--- config.mk ---
export PLATFORM = sky130hd
export DESIGN_NAME = if_fetch
export DESIGN_NICKNAME = d
export VERILOG_FILES = /design/src/rtl/if_fetch.sv
export SDC_FILE = /design/constraint.sdc
export NUM_CORES = 1
export LEC_CHECK = 0
export CORE_AREA = 2 2 285 231
export CTS_BUF_LIST = sky130_fd_sc_hd__clkbuf_2
export CTS_CLUSTER_SIZE = 8
export DETAILED_ROUTE_END_ITERATION = 8
export DIE_AREA = 0 0 287 233
export PLACE_DENSITY = 0.52
export SYNTH_ARGS = -nofsm -noshare
export SYNTH_HDL_FRONTEND = slang
export SYNTH_SLANG_ARGS = --single-unit
export TNS_END_PERCENT = 30
--- constraint.sdc ---
create_clock -name clk -period 9.05 [get_ports clk]
set_clock_uncertainty 0.15 [all_clocks]
set_input_delay 1.3575 -clock clk [delete_from_list [all_inputs] [get_ports clk]]
set_output_delay 1.3575 -clock clk [all_outputs]
set_load 0.01 [all_outputs]
--- src/rtl/if_fetch.sv ---
// ---------------------------------------------------------------------------
// if_fetch : instruction-fetch stage between the PC stage and decode.
//   Issues in-order reads to instruction memory for the current PC. The sum of
//   outstanding reads, buffered instructions and responses still to be dropped
//   may not exceed DEPTH. Returned words are buffered with their PCs in a FIFO
//   that presents a valid/ready stream to decode. A redirect flushes the FIFO
//   and marks every in-flight response for discard.
//
// Ports
//   clk, rstn        clock, asynchronous active-low reset
//   pc_data          current PC from the PC stage
//   redirect         PC rewritten this cycle (jump/branch); flush
//   pc_adv           request accepted; PC stage advances to pc_data+4
//   misaligned       pc_data[1:0] != 0 outside a redirect cycle; fetch stalls
//   imem_req_*       read request channel (valid/ready/addr)
//   imem_rsp_*       read response channel, in request order (valid/data)
//   inst_valid/ready head-of-buffer handshake towards decode
//   inst, inst_pc    head instruction and its PC
// ---------------------------------------------------------------------------
module if_fetch #(
   parameter int unsigned XLEN  = 32,
   parameter int unsigned DEPTH = 4
) (
   input  logic            clk,
   input  logic            rstn,
   input  logic [XLEN-1:0] pc_data,
   input  logic            redirect,
   output logic            pc_adv,
   output logic            misaligned,
   output logic            imem_req_valid,
   input  logic            imem_req_ready,
   output logic [XLEN-1:0] imem_req_addr,
   input  logic            imem_rsp_valid,
   input  logic [XLEN-1:0] imem_rsp_data,
   output logic            inst_valid,
   input  logic            inst_ready,
   output logic [XLEN-1:0] inst,
   output logic [XLEN-1:0] inst_pc
);

   localparam int unsigned AW = $clog2(DEPTH);
   localparam int unsigned CW = AW + 1;
   localparam int unsigned SW = CW + 2;

   // Held low through reset so no request is issued before the first live edge
   logic            r_active;
   logic [CW-1:0]   r_outstanding;
   logic [CW-1:0]   r_drop;
   logic [CW-1:0]   r_fcnt;
   logic [AW-1:0]   r_pq_wptr;
   logic [AW-1:0]   r_pq_rptr;
   logic [AW-1:0]   r_f_wptr;
   logic [AW-1:0]   r_f_rptr;
   logic [XLEN-1:0] r_pq     [DEPTH];
   logic [XLEN-1:0] r_f_inst [DEPTH];
   logic [XLEN-1:0] r_f_pc   [DEPTH];

   logic [SW-1:0]   w_used;
   logic            w_credit;
   logic            w_aligned;
   logic            w_rsp_keep;
   logic            w_rsp_drop;
   logic            w_push;
   logic            w_pop;

   // Credit and request issue
   assign w_used         = SW'(r_outstanding) + SW'(r_fcnt) + SW'(r_drop);
   assign w_credit       = (w_used < SW'(DEPTH));
   assign w_aligned      = (pc_data[1:0] == 2'b00);
   assign misaligned     = r_active & ~redirect & ~w_aligned;
   assign imem_req_valid = r_active & ~redirect & w_aligned & w_credit;
   assign pc_adv         = imem_req_valid & imem_req_ready;
   assign imem_req_addr  = pc_data;

   // A response is consumed by the drop counter first; a kept response in the
   // redirect cycle still retires its outstanding slot but is not buffered.
   assign w_rsp_drop = imem_rsp_valid & (r_drop != '0);
   assign w_rsp_keep = imem_rsp_valid & (r_drop == '0);
   assign w_push     = w_rsp_keep & ~redirect;
   assign w_pop      = inst_valid & inst_ready;

   assign inst_valid = (r_fcnt != '0);
   assign inst       = r_f_inst[r_f_rptr];
   assign inst_pc    = r_f_pc[r_f_rptr];

   // Counters and pointers
   always_ff @(posedge clk or negedge rstn) begin
      if (!rstn) begin
         r_active      <= 1'b0;
         r_outstanding <= '0;
         r_drop        <= '0;
         r_fcnt        <= '0;
         r_pq_wptr     <= '0;
         r_pq_rptr     <= '0;
         r_f_wptr      <= '0;
         r_f_rptr      <= '0;
      end else begin
         r_active <= 1'b1;
         if (redirect) begin
            // Everything still in flight becomes a response to discard
            r_drop        <= r_drop - CW'(w_rsp_drop) + r_outstanding - CW'(w_rsp_keep);
            r_outstanding <= '0;
            r_fcnt        <= '0;
            r_pq_wptr     <= '0;
            r_pq_rptr     <= '0;
            r_f_wptr      <= '0;
            r_f_rptr      <= '0;
         end else begin
            r_outstanding <= r_outstanding + CW'(pc_adv) - CW'(w_rsp_keep);
            r_drop        <= r_drop - CW'(w_rsp_drop);
            r_fcnt        <= r_fcnt + CW'(w_push) - CW'(w_pop);
            if (pc_adv)     r_pq_wptr <= r_pq_wptr + AW'(1);
            if (w_rsp_keep) r_pq_rptr <= r_pq_rptr + AW'(1);
            if (w_push)     r_f_wptr  <= r_f_wptr + AW'(1);
            if (w_pop)      r_f_rptr  <= r_f_rptr + AW'(1);
         end
      end
   end

   // In-flight PC queue and instruction buffer storage
   always_ff @(posedge clk or negedge rstn) begin
      if (!rstn) begin
         for (int i = 0; i < int'(DEPTH); i++) begin
            r_pq[i]     <= '0;
            r_f_inst[i] <= '0;
            r_f_pc[i]   <= '0;
         end
      end else begin
         if (pc_adv) r_pq[r_pq_wptr] <= pc_data;
         if (w_push) begin
            r_f_inst[r_f_wptr] <= imem_rsp_data;
            r_f_pc[r_f_wptr]   <= r_pq[r_pq_rptr];
         end
      end
   end

   // Buffer must never overflow; memory must never answer an unissued read
   a_no_overflow : assert property (@(posedge clk) disable iff (!rstn)
      !(w_push && !w_pop && (r_fcnt == CW'(DEPTH))));
   a_rsp_expected : assert property (@(posedge clk) disable iff (!rstn)
      !(imem_rsp_valid && (r_outstanding == '0) && (r_drop == '0)));

endmodule

# Word level (Yosys, flattened, before mapping)
# Cells that the tools add are included.
# totals
register_bits	402
in_bits	70
out_inout_bits	100
wordCells	92
# classes
n_reduce_logical	10
bitwise	15
addsub	13
muxes	27
n_lt_le_gt_ge	7
# op_table
op	count
bitwise mux 128 bit	3
2-to-1 mux 32 bit	8
binary-select mux 32 bit (select 2 bit)	3
demux 32 bit (select 2 bit)	2
2-to-1 mux 2 bit	8
>= comparator 3 bit (second input constant)	4
NOT 2 -> 3 bit	4
subtractor 3 x 1 -> 3 bit	4
AND 1 bit	9
2-to-1 mux 3 bit	3
adder 2 x 1 -> 2 bit (second input constant)	4
nonzero test 2 bit	4
adder 3 x 1 -> 3 bit	2
< comparator 3 x 1 -> 1 bit (second input constant)	2
nonzero test 3 bit	2
adder 4 x 3 -> 5 bit	1
< comparator 5 x 3 -> 1 bit (second input constant)	1
adder 3 x 3 -> 4 bit	1
adder 3 bit	1
logical NOT 3 bit	1
logical AND 1 bit	2
logical NOT 2 bit	1
NOT 1 bit	2

# Logic depth before layout (Yosys ltp)
# Gate-level depths: netlist of the first run.
# logic_depth
ltp_word	8
ltp_mapped	13
depth_no_buf	13

# Least setup slack after synthesis of the first run
# Ideal clock, no wire load.
# synth_path
kind	input-to-output
from	in redirect
to	out pc_adv
stages	3
required_ps	7543
setup_slack_ps	5342
t_arrival_ps	2201
n_path_buf	0
cell_sequence	nor4b_1 -> nand3_1 -> nor2_1
# synth_between
elab_chain_cells	5
# synth_lines
item	line	rtl
start, declared	27	input logic redirect,
NOT 1 bit	71	assign imem_req_valid = r_active & ~redirect & w_aligned & w_credit;
AND 1 bit (3 in a row)	71	
AND 1 bit	72	assign pc_adv = imem_req_valid & imem_req_ready;
end, declared	28	output logic pc_adv,
# No other way between the ends.

# Final worst setup path of the first run
# layout_path
from	reg r_drop[2]
to	out pc_adv
# layout_between
elab_chain_cells	4
# layout_lines
item	line	rtl
start, declared	48	logic [CW-1:0] r_drop;
start signal, assigned	101	r_drop <= r_drop - CW'(w_rsp_drop) + r_outstanding - CW'(w_rsp_keep);
start signal, assigned	110	r_drop <= r_drop - CW'(w_rsp_drop);
adder 4 x 3 -> 5 bit	67	assign w_used = SW'(r_outstanding) + SW'(r_fcnt) + SW'(r_drop);
< comparator 5 x 3 -> 1 bit	68	assign w_credit = (w_used < SW'(DEPTH));
AND 1 bit	71	
AND 1 bit	72	
# No other way between the ends.

==> results of run 1 <==
placed cells by master (no fill, tap or decap), drive strengths merged, types with 9 or more instances in the layout:
master,count
buf,17
clkbuf,155
clkdlybuf4s50,168
clkinv,42
dfrtp,402
ha,18
inv,25
mux2,377
mux4,96
nand2,10
nor2,15
nor2b,13
xnor2,9
logic make-up after synthesis:
family	share of synthesized area, %
compound gates	0.290
xor+xnor	0.646
fa+ha+maj	1.82
buf+inv	4.02
flops	53.0
mux	38.6
other cells	0.0197
simple gates	1.67
worst min-delay path by stage:
| stage | startpoint | endpoint | slack [ns] | cells past startpoint |
|---|---|---|---|---|
| 3_3_place_gp | r_pq[122] | r_pq[122] | 0.31 | 1 |
| 2_1_floorplan | r_pq[27] | r_pq[27] | 0.30 | 1 |
| 4_1_cts | r_pq[124] | r_pq[124] | 0.35 | 1 |
| 3_5_place_dp | r_pq[122] | r_pq[122] | 0.32 | 1 |
| 6_report | r_pq[119] | r_pq[119] | 0.34 | 1 |
| 5_1_grt | r_pq[33] | r_pq[33] | 0.38 | 1 |
routing by layer:
metal	track usage (%)	routed length, microns
met3	3.41	2020
met5	0	13
met4	4.75	1040
met2	20.7	20100
met1	18.7	21100
sequential cells by signal (all words and copies together) (netlist names), 2 cells and up:
signal and cells:
r_pq_rptr 2, r_outstanding 3, r_pq 128, r_f_wptr 2, r_pq_wptr 2, r_f_rptr 2
r_drop 3, r_f_pc 128, r_fcnt 3, r_f_inst 128
critical path, delay by kind of cell, from the launching register on:
family / cells / cell delay [ns]
flops: 1 / 0.47
simple gates: 2 / 0.58
buf+inv: 3 / 0.69
compound gates: 1 / 0.53
fa+ha+maj: 2 / 0.78
power by group through the flow:
stage / Sequential, mW / Combinational (mW) / Clock, mW
after floorplan: 2.21 / 1.14 / 0
after global placement: 2.31 / 1.70 / 0
after detailed placement: 2.32 / 1.72 / 0
after CTS: 2.29 / 1.73 / 1.43
after global routing: 2.33 / 1.83 / 1.52
final: 2.28 / 1.69 / 1.34
metrics by stage:
step | hold slack, ns | util (%) | cells
after CTS | 0.349 | 35.0 | 2235
after global routing | 0.376 | 35.0 | 2237
after floorplan | 0.303 | - | 1090
final | 0.339 | 35.0 | 2237
after detailed placement | 0.325 | 33.3 | 2032
after global placement | 0.313 | 33.3 | 2032
layout make-up:
class / instances / area [sq um]
fillers: 6176 / 41500
well taps: 850 / 1060
multi-input cells: 572 / 8200
flip-flops and latches: 402 / 10100
clock inverters: 47 / 255
diodes: 2 / 5.00
inverters: 23 / 86.3
clock buffers: 155 / 776
repair buffers: 186 / 1850
==> impl_results.md, run 1 <==
* Status: complete, no violations
* Global placer's final weighted congestion at 0.674
* RSZ-0062 raised after global routing: false
* Min Tclk post-route at 5.61 ns
* Share of the synthesized area in the top cell type at 53.0%
* TritonCTS clock tree: done
* Power Total at 5.31 mW
* Clock sink count at 402
* Starting density of the core at 29.8%
* Post-CTS setup buffer count at 0
* Total CTS buffers at 110
* PnR worst setup slack at 3.44 ns
* Vias in the first global route at 11300
* RR Endpoint: r_f_pc[17]
* Die height at 233 microns
* Count leader, synth: dfrtp_1
* Worst r2r src: r_drop[2]
* Nets at 1389
* Worst EP required at 7.54 ns
* Input/output buffers at 169
* Worst Setup EP: pc_adv
* Switching Share at 31.8%
* IO Count at 170
* Pre-antenna DRT Iters at 4
* Async S/R FF share, synth at 100%
* Post-CTS sizing at 0
* Pre-CTS setup slack at 3.95 ns
* Synth cell types at 33
* Hold_buf cts at 1
* Remaining Overflow, GRT at 0
* HPWL after DPL at 24500 microns
* Syn_area_per_cell at 17.4 sq um
* Critical path endpoint category: primary output
* Max-cap viol count at 0
* Initial antenna violation count at 2
* Std cell rows at 83
* R2r setup slk at 5.42 ns
* Max Fclk at 178 MHz
* Iteration-0 DRC Markers at 427
* Main area contributors after synthesis: dfrtp_1, mux2_4, mux4_2
* Worst setup path start: r_drop[2]
* Flops & latches, synth at 402
* Core footprint at 63800 sq um
* Die footprint at 66900 sq um
* Crit path DAT at 4.10 ns
* CP Cell Sequence: inv_1, fa_1, inv_1, ha_1, or3b_1, o22ai_2, nor2_1, clkdlybuf4s50_1
* Pleak at 11.0 nW
* Net count after synthesis at 1184
* Routed WL at 44200 microns
* Largest net degree at the start of global routing at 147
* Clk slew on worst S/H paths at 0.09 ns
* # setup viols final at 0
* CTS Root Cell: clkbuf_2
* Post-layout instance area at 22300 sq um
* Clk pwr share at 25.2%
* NetSw at 1.69 mW
* Setup TNS at 0 ns
* Routed Antenna Nets at 0
* Ratio of cells with drive above 1 in the final layout at 47.9%
* Synthesis-to-finish area growth at 17.4%
* Endpoints failing hold at 0
* Drt drc at 0
* Clk buf depth at 3
* GRT Total Usage at 13.6%
* Mapped cell area at 19000 sq um
* Flop pwr share at 43.0%
* Pwr dens at 238 nW/um^2
* Slew Viols, Final at 0
* Reg2Reg Depth at 5
* Slew @ Worst Pin at 0.927 ns
* Startpoint Class: flip-flop
* Worst-Skew Late Latency at 1.11 ns
* Vias post-DR at 10100
* Post-synth top area cell: dfrtp_1
* Slowest-stage cell, CP: o22ai_2
* Drt via density at 4.51
* Int Pwr at 3.62 mW
* Synth warnings at 0
* CP dominant cell by count: inv_1
* Worst min-delay path category: reg2reg
* Crit Path Max Fanout at 8
* Die width at 287 microns
* Cells after Synth at 1090
* Peak supply drop at 0.0843 mV
* Relative slew slack at 38.2%
* Fin crit share at 62.0%
* Seq/Total Area, Yosys at 53.0%
* Placed cell area at 21300 sq um
* Synth cell count leaders: dfrtp_1, mux2_4, mux2_2, mux4_2, buf_4
* Worst Path Class, Setup: reg2out
* WL/cell at 19.8 microns
* Crit-path max cell delay at 0.53 ns
* H-tree levels at 3
* Post-synth EDFFs at 0
* First-pass GRT wire length at 69200 microns
* Share of power burned in combinational logic at 31.8%
* Top FF cell, synth: dfrtp_1
Power figures use the tool's default switching activity.
==> run 2, diff against run 1 <==
- clock period: 9.05 -> 5.8 ns (I/O delays scaled with it)
==> run 2 against run 1 <==
Against the previous run:
- flip-flop and latch count stayed put
- global-route usage about the same
- critical path depth unchanged
- first-iteration DRC count fell by 3.7%
- count of clock-buffer cells in the layout fell by 3
- register-to-register slack worse by 3.3 ns
- hold slack got worse by 0.023 ns
==> impl_results.md, run 2 (synthesis gave the netlist of run 1 again) <==
* Register area at 10100 sq um
* Worst Path Class, Setup: reg2out
* Top flop regs: r_f_inst: 128 flops, r_f_pc: 128 flops, r_pq: 128 flops
* Multi-input gate area at 8200 sq um
* Worst hold slack at 0.316 ns
* # placed instances at 2038
* IO Count at 170
* Max Fclk at 194 MHz
* Starting density of the core at 29.8%
* Slowest-stage cell, CP: clkdlybuf4s50_1
* Remaining Overflow, GRT at 0
* Input/output buffers at 169
* Pleak at 11.0 nW
* Worst-Skew Late Latency at 1.08 ns
* GRT Max-Usage Layer: met2
* Post-layout instance area at 22200 sq um
* R2r setup slk at 2.15 ns
* WL/cell at 19.9 microns
* Clk buf depth at 3
* Power Total at 8.17 mW
* Vias post-DR at 10100
* Startpoint Class: flip-flop
* Setup TNS at 0 ns
* Met2 GRT Util at 20.7%
* Ratio of cells with drive above 1 in the final layout at 48.4%
* RR Endpoint: r_outstanding[2]
* Iteration-0 DRC Markers at 411
* Drt via density at 4.53
* Pwr dens at 368 nW/um^2
* Worst min-delay path category: in2async
* Worst EP required at 4.78 ns
* Slew @ Worst Pin at 1.07 ns
* Crit path DAT at 4.13 ns
* Final core utilization at 34.8%
* Critical path endpoint category: primary output
* Reg2Reg Depth at 13
* Min Tclk post-route at 5.15 ns
* Slew Viols, Final at 0
* Synthesis-to-finish area growth at 16.9%
* Routed Antenna Nets at 0
* Placed cell area at 21300 sq um
* HPWL after DPL at 26500 microns
* Die width at 287 microns
* Pre-CTS setup slack at 1.63 ns
* Most frequent cells in the layout: dfrtp_1, mux2_4, clkdlybuf4s50_1
* GR Util met1 at 19.0%
* Crit-path max cell delay at 0.54 ns
* Clock sink count at 402
* GR Util met3 at 3.03%
* Pre-antenna DRT Iters at 6
* Non-Filler Instances at 2219
* # setup viols final at 0
* Std cell rows at 83
* Endpoints failing hold at 0
* GRT Total Usage at 13.5%
* Relative slew slack at 28.5%
* RSZ-0062 raised after global routing: false
* Die height at 233 microns
* First-pass GRT wire length at 68900 microns
* CP dominant cell by count: inv_1
* Routed WL at 44200 microns
* Status: complete, no violations
* Vias in the first global route at 11200
* Worst r2r src: r_drop[1]
* PnR worst setup slack at 0.648 ns
* Post-CTS setup buffer count at 0
* TritonCTS clock tree: done
* Crit Path Max Fanout at 8
* Drt drc at 0
* Nets at 1391
* FILL cells at 6159
* Initial antenna violation count at 1
* Max-cap viol count at 0
* Fin crit share at 88.8%
* Global placer's final weighted congestion at 0.709
* Total CTS buffers at 106
* CP Cell Sequence: inv_1, fa_1, inv_1, ha_1, or3b_1, o22ai_2, nor2_1, clkdlybuf4s50_1
* Largest net degree at the start of global routing at 146
* Die footprint at 66900 sq um
* Commonest non-fill, non-tap cell in the layout: dfrtp_1
* Core footprint at 63800 sq um
* H-tree levels at 3
* Peak supply drop at 0.201 mV
* CTS Root Cell: clkbuf_2
* Clk slew on worst S/H paths at 0.11 ns
-- run 2: worst max-delay path, delay by kind of cell, from the launching register on --
family / cells / cell delay [ns]
buf+inv: 3 / 0.70
compound gates: 1 / 0.51
simple gates: 2 / 0.59
fa+ha+maj: 2 / 0.78
flops: 1 / 0.47
-- run 2: layer usage --
layer | part of all wire (%) | routed length [microns]
met5 | 0 | 0
met2 | 46 | 20300
met1 | 49 | 21400
met3 | 3.7 | 1620
met4 | 1.9 | 829
-- run 2: power by group --
part | internal, mW | total (mW) | leakage, nW | switching [mW]
Sequential | 3.23 | 3.60 | 5.49 | 0.369
Clock | 0.741 | 1.92 | 0.700 | 1.17
Combinational | 1.60 | 2.65 | 4.78 | 1.05
Total | 5.58 | 8.17 | 11.0 | 2.59
-- run 2: worst max-delay path by stage --
stage / startpoint / end / slack (ns) / cells past startpoint
4_1_cts: r_drop[2] / pc_adv / 0.36 / 8
2_1_floorplan: r_drop[2] / r_outstanding[2] / 2.47 / 13
5_1_grt: r_drop[2] / pc_adv / 0.28 / 8
3_3_place_gp: imem_rsp_valid / r_fcnt[2] / 1.65 / 12
6_report: r_drop[2] / pc_adv / 0.65 / 8
3_5_place_dp: imem_rsp_valid / r_f_inst[59] / 1.63 / 7
-- run 2: final cells by class --
cell class / instances / share of cell area (%)
multi-input combinational: 572 / 36.9
clock buffer: 152 / 3.42
inverter: 23 / 0.389
sequential: 402 / 45.3
clock inverter: 26 / 0.597
timing repair buffer: 192 / 8.54
antenna: 2 / 0.0225
tap: 850 / 4.79
-- run 2: timing repair --
action | 4_1_cts | 5_1_grt
gates resized for setup | 0 | 0
hold buffers | 1 | 0
endpoints found under the hold margin | 96 | 0
==> run 3, diff against run 2 <==
- ABC_CLOCK_PERIOD_IN_PS: unset -> 5800
==> results of run 3 <==
The final DEF is identical to that of run 2; final timing and power are the same.
